## config.mk

```make
export PLATFORM = sky130hd
export DESIGN_NAME = dmem_doubleword_responder
export DESIGN_NICKNAME = d
export VERILOG_FILES = /design/src/rtl/dmem_doubleword_responder.sv
export SDC_FILE = /design/constraint.sdc
export NUM_CORES = 2
export LEC_CHECK = 0
export ABC_AREA = 1
export BUFFER_PORTS_ARGS = -buffer_cell sky130_fd_sc_hd__buf_2
export CORE_MARGIN = 2
export CORE_UTILIZATION = 43
export CTS_CLUSTER_DIAMETER = 50
export DETAILED_ROUTE_END_ITERATION = 8
export GPL_ROUTABILITY_DRIVEN = 0
export PLACE_DENSITY = 0.63
export REMOVE_ABC_BUFFERS = 1
export SLEW_MARGIN = 10
export SYNTH_ARGS = -nofsm -noshare
export SYNTH_HDL_FRONTEND = slang
export SYNTH_SLANG_ARGS = --single-unit
```

## constraint.sdc

```tcl
create_clock -name clk -period 11.15 [get_ports clk]
set_input_delay 1.115 -clock clk [delete_from_list [all_inputs] [get_ports clk]]
set_output_delay 1.115 -clock clk [all_outputs]
set_load 0.02 [all_outputs]
```

## src/rtl/dmem_doubleword_responder.sv

```systemverilog
// Data-memory responder: serialises 1/2/4/8-byte loads and stores into byte beats
// on an internal byte array, then reports completion with a one-cycle done pulse.
module dmem_doubleword_responder #(
  parameter int ADDR_W = 8
) (
  input  logic        clk,
  input  logic        reset,
  input  logic        req,
  input  logic        we,
  input  logic [1:0]  size,
  input  logic [63:0] addr,
  input  logic [63:0] wdata,
  output logic        busy,
  output logic        done,
  output logic        err,
  output logic [63:0] rdata
);

  typedef enum logic [1:0] {
    IDLE = 2'd0,
    XFER = 2'd1,
    RESP = 2'd2
  } state_t;

  state_t            state_q, state_d;
  logic [2:0]        cnt_q, cnt_d;
  logic              we_q, we_d;
  logic [1:0]        size_q, size_d;
  logic [ADDR_W-1:0] base_q, base_d;
  logic [63:0]       wdata_q, wdata_d;
  logic              err_q, err_d;
  logic [63:0]       rdata_q, rdata_d;

  logic [7:0]        mem_q [0:(1<<ADDR_W)-1];

  logic              misalign_s;
  logic [2:0]        last_beat_s;
  logic [ADDR_W-1:0] beat_addr_s;
  logic [7:0]        rd_byte_s;
  logic [7:0]        wr_byte_s;
  logic              mem_we_s;
  logic              unused_addr_s;

  // Upper address bits alias onto the array and are deliberately ignored.
  assign unused_addr_s = ^addr[63:ADDR_W];

  assign beat_addr_s = base_q + ADDR_W'(cnt_q);
  assign rd_byte_s   = mem_q[beat_addr_s];
  assign wr_byte_s   = wdata_q[{cnt_q, 3'b000} +: 8];

  // Decode alignment of the incoming request and the final beat of the latched one.
  always_comb begin
    misalign_s  = 1'b0;
    last_beat_s = 3'd0;
    case (size)
      2'd0:    misalign_s = 1'b0;
      2'd1:    misalign_s = addr[0];
      2'd2:    misalign_s = |addr[1:0];
      2'd3:    misalign_s = |addr[2:0];
      default: misalign_s = 1'b0;
    endcase
    case (size_q)
      2'd0:    last_beat_s = 3'd0;
      2'd1:    last_beat_s = 3'd1;
      2'd2:    last_beat_s = 3'd3;
      2'd3:    last_beat_s = 3'd7;
      default: last_beat_s = 3'd0;
    endcase
  end

  // Next-state, beat sequencing and load-data accumulation.
  always_comb begin
    state_d  = state_q;
    cnt_d    = cnt_q;
    we_d     = we_q;
    size_d   = size_q;
    base_d   = base_q;
    wdata_d  = wdata_q;
    err_d    = err_q;
    rdata_d  = rdata_q;
    mem_we_s = 1'b0;
    case (state_q)
      IDLE: begin
        if (req) begin
          we_d    = we;
          size_d  = size;
          base_d  = addr[ADDR_W-1:0];
          wdata_d = wdata;
          if (misalign_s) begin
            err_d   = 1'b1;
            state_d = RESP;
          end else begin
            err_d   = 1'b0;
            cnt_d   = 3'd0;
            state_d = XFER;
            if (!we) begin
              rdata_d = 64'd0;
            end else begin
              rdata_d = rdata_q;
            end
          end
        end else begin
          state_d = IDLE;
        end
      end
      XFER: begin
        if (we_q) begin
          mem_we_s = 1'b1;
        end else begin
          rdata_d[{cnt_q, 3'b000} +: 8] = rd_byte_s;
        end
        cnt_d = cnt_q + 3'd1;
        if (cnt_q == last_beat_s) begin
          state_d = RESP;
        end else begin
          state_d = XFER;
        end
      end
      RESP:    state_d = IDLE;
      default: state_d = IDLE;
    endcase
  end

  // Control and datapath registers; reset aborts any transfer in flight.
  always_ff @(posedge clk or negedge reset) begin
    if (!reset) begin
      state_q <= IDLE;
      cnt_q   <= 3'd0;
      we_q    <= 1'b0;
      size_q  <= 2'd0;
      base_q  <= '0;
      wdata_q <= 64'd0;
      err_q   <= 1'b0;
      rdata_q <= 64'd0;
    end else begin
      state_q <= state_d;
      cnt_q   <= cnt_d;
      we_q    <= we_d;
      size_q  <= size_d;
      base_q  <= base_d;
      wdata_q <= wdata_d;
      err_q   <= err_d;
      rdata_q <= rdata_d;
    end
  end

  // Byte array: no reset, contents survive reset and power up undefined.
  always_ff @(posedge clk) begin
    if (mem_we_s) begin
      mem_q[beat_addr_s] <= wr_byte_s;
    end
  end

  assign busy  = (state_q != IDLE);
  assign done  = (state_q == RESP);
  assign err   = (state_q == RESP) & err_q;
  assign rdata = rdata_q;

endmodule

```

==> metrics.sh <==
WORST_SETUP_PATH_START_KIND='flip-flop'
SYNTHTOPCELLSBYAREA='edfxtp_1 (66%), nand2_1 (11%), nor2_1 (9.7%)'
FILLER_CELL_COUNT=19300
REG2REG_SETUP_SLACK_NS=4.66
RSZ0062_AT_GRT='false'
WL_MM=241
IO_PINS=201
CLOCK_INSERTION_DELAY_WORST_SKEW_NS=0.87
DRTANTENNAVIOLNETS=0
CORE_AREA_MM2=0.214
AREA_TAKEN_BY_MULTI_INPUT_LOGIC_GATES_MM2=0.0234
POST_DRT_WL_PER_CELL_UM=19.8
CRITICAL-PATH-TOP-CELL-BY-COUNT='nand2_1'
CTS-RESIZED-GATES=0
FIRST_PASS_GRT_WIRE_LENGTH_MM=362
FIRST_GLOBAL_VIAS=59900
FINAL.SETUP.WORST_SLACK_NS=4.66
TIMING.CRITICAL_PATH.SLOWEST_CELL_DELAY_NS=0.86
YS_WARN_COUNT=0
CTS_ROOT_BUF='clkbuf_16'
SYNTHESIS.AREA_PER_INSTANCE_UM2=10.2
DPL.HPWL_MM=131
YOSYS_REGISTER_BITS=2193
SETUP_VIOL=0
PIN_COUNT_OF_THE_BIGGEST_NET_ENTERING_GLOBAL_ROUTING=192
DIEHEIGHT_UM=468
IO_BUFFER_COUNT=144
WORSTMARGINPINSLEW_NS=1.22
LAYOUT-DRIVE-GT1-SHARE=0.0662
CRITPATHKIND='flip-flop to flip-flop'
FINAL-INSTANCE-COUNT-EXCL-FILL=12200
CTS_BUF_COUNT=229
VIAS_PER_CELL=5.13
SETUP_TNS_NS=0
ASYNC_RESET_FF_FRAC=0.0661
PLACE_INST=11700
FINISH.NET_COUNT=9263
POSTSYNTHCELLCOUNT=9105
CLK_PIN_SLEW_WORST_PATHS_NS=0.06
SYNTH_TOP_FLOP_CELL='edfxtp_1'
DRT_ITER0_DRC=6373
POST-CTS-SETUP-BUFFERS=0
TRACK_USAGE=0.217
MAPPEDNETLISTAREA_MM2=0.0926
CLASSIFICATION_OF_THE_WORST_SLACK_HOLD_PATH='input pin to asynchronous set/reset pin'
GRT_ANTENNA_BEFORE_REPAIR=5
SYNTH.YOSYS.SEQ_AREA_SHARE=0.703
CRIT_SLOWEST_CELL='buf_4'
PRE_REPAIR_DR_ITERATION_COUNT=5
DETAILEDPLACE.WORSTSLACK_NS=4.76
TIMING.FINAL.HOLD_VIOLATIONS=0
REMAINING_DRC_ERRORS=0
CP-END-KIND='flip-flop'
MAXCAPVIOLATIONS=0
MAX-CLOCK-PATH-BUFFERS=3
DR_TOTAL_VIAS=62400
SYNTH_ENABLE_FLOP_CELLS=2048
CTS-HTREE-LEVELS=4
FF_LATCH_AREA_MM2=0.0651
YOSYS.CELL_TYPES.COUNT=34
YOSYS.AREA.TOP_TYPE_SHARE=0.664
TIMING.CLOCK.SKEW_NS=0.0342
POST_SYNTHESIS_CELL_TYPE_WITH_THE_LARGEST_COMBINED_AREA='edfxtp_1'
GRT-OVFL-TOTAL=0
STD_CELL_ROWS=170
WORSTPATHREQUIRED_NS=11.92
HOLDBUFCOUNTCTS=0
SLEW_MARGIN_REL=0.188
PERIOD_MINUS_SLACK_NS=6.49
DIE_AREA_MM2=0.219
CP_CELL_INSTANCES='ha_4 > buf_4 > buf_4 > buf_4 > buf_4 > nor2_1 > o21bai_1 > nand2_1 > nand2_1 > nand3_1 > nand3_1 > nand2_1 > nor2_1 > nor2_1 > nor2_1 > nand2_1 > nor2_4 > nand2_1 > o21ai_1'
WORSTPATHARRIVAL_NS=7.26
CLOCK_TREE_FROM_TRITONCTS='yes'
DIE_W_UM=468
STATUS='complete, no violations'
AREA.GROWTH.SYNTH_TO_FINAL_PCT=11.6
MAXSLEWVIOLCOUNT=0
CLOCK.FMAX_GHz=0.154
PERIOD_SHARE=0.582
CRIT_PATH_MAX_FANOUT=87
NUMCLOCKSINKS=2193
INITIAL_CORE_UTIL=0.432
## per-stage QoR
| step | cell area, um2 | hold slack [ns] | utilization |
|---|---|---|---|
| 2_1_floorplan | 90700 | 0.437 | - |
| 3_3_place_gp | 96100 | 0.451 | 0.448 |
| 3_5_place_dp | 96100 | 0.454 | 0.448 |
| 4_1_cts | 103000 | 0.261 | 0.482 |
| 5_1_grt | 103000 | 0.310 | 0.482 |
| 6_report | 103000 | 0.275 | 0.482 |
## cells in the final DEF, fill, tap and decap left out, types with 18 or more instances in the layout
cell / synthesis / final
nor2_1: 2389 / 2388
edfxtp_1: 2048 / 2048
buf_4: 3 / 69
o22ai_1: 18 / 18
clkinv_2: 0 / 45
nand3_1: 391 / 391
o21ai_0: 132 / 132
dfrtp_1: 145 / 144
clkbuf_16: 0 / 232
clkbuf_1: 223 / 45
clkinv_1: 2 / 56
nand4_1: 49 / 49
nand2_1: 2682 / 2661
inv_1: 644 / 644
o21ai_1: 57 / 57
o21bai_1: 40 / 40
buf_2: 182 / 143
## kinds of logic (layout without fill, tap and decap cells)
family | count (synthesis) | count (layout) | synth area share
buffers and inverters | 1094 | 1312 | 0.0469
xor gates and xnor gates | 4 | 4 | 0.000459
adders and majority gates | 10 | 10 | 0.00143
AOI/OAI and AO/OA | 262 | 262 | 0.0158
other | 0 | 4 | 0
and+or+nand+nor | 5542 | 5542 | 0.232
DFF | 2193 | 2193 | 0.703
## Yosys cell counts, types with 3 or more instances
master	number
nor3_1	12
a31oi_1	6
nor4_1	7
buf_1	35
nand2_1	2682
inv_1	644
o21bai_1	40
buf_2	182
clkbuf_1	223
o21ai_1	57
nand4_1	49
nor2_1	2389
edfxtp_1	2048
nor2_4	8
nand3_1	391
o22ai_1	18
buf_4	3
inv_2	5
o21ai_0	132
dfrtp_1	145
ha_1	9
## sequential cells by signal, indices dropped and copies added, names as in the netlist
name / flops
size_q: 2
cnt_q: 3
rdata: 64
mem_q: 2048
wdata_q: 64
err_q: 1
we_q: 1
base_q: 8
state_q: 2
## final timing paths
| kind | to | from | cells past startpoint |
|---|---|---|---|
| max | rdata[36] | cnt_q[0] | 19 |
| min | rdata[21] | reset | 1 |
| min reg2reg | wdata_q[31] | wdata_q[31] | 2 |
| max reg2reg | rdata[36] | cnt_q[0] | 19 |
| max in group asynchronous | wdata_q[34] | reset | 2 |
| min in group clk | wdata_q[39] | wdata[39] | 3 |
## worst max-delay path: cells and delay by family (launching register included)
family,cells,cell delay (ns)
buf+inv,4,2.93
simple gates,12,2.02
fa+ha+maj,1,0.50
compound gates,2,0.30
flops,1,0.42
## routing by layer
metal  global-route usage  vias up  routed length (um)
li1                     -    29500                   -
met1                0.292    30200              101000
met2                0.360     2260              116000
met3               0.0344      414               17300
met4               0.0682        0                7250
met5                    0        -                   0
## area by class of cell
class,count,share of cell area
Clock inverter,148,0.0119
Inverter,651,0.0238
Sequential cell,2193,0.630
Multi-Input combinational cell,5818,0.227
Antenna cell,4,0.0000968
Clock buffer,287,0.0590
Timing Repair Buffer,226,0.0146
Tap cell,2838,0.0343
Power is not shown: default switching activity piles up to over one toggle a cycle in this logic, so the estimate is an artifact.
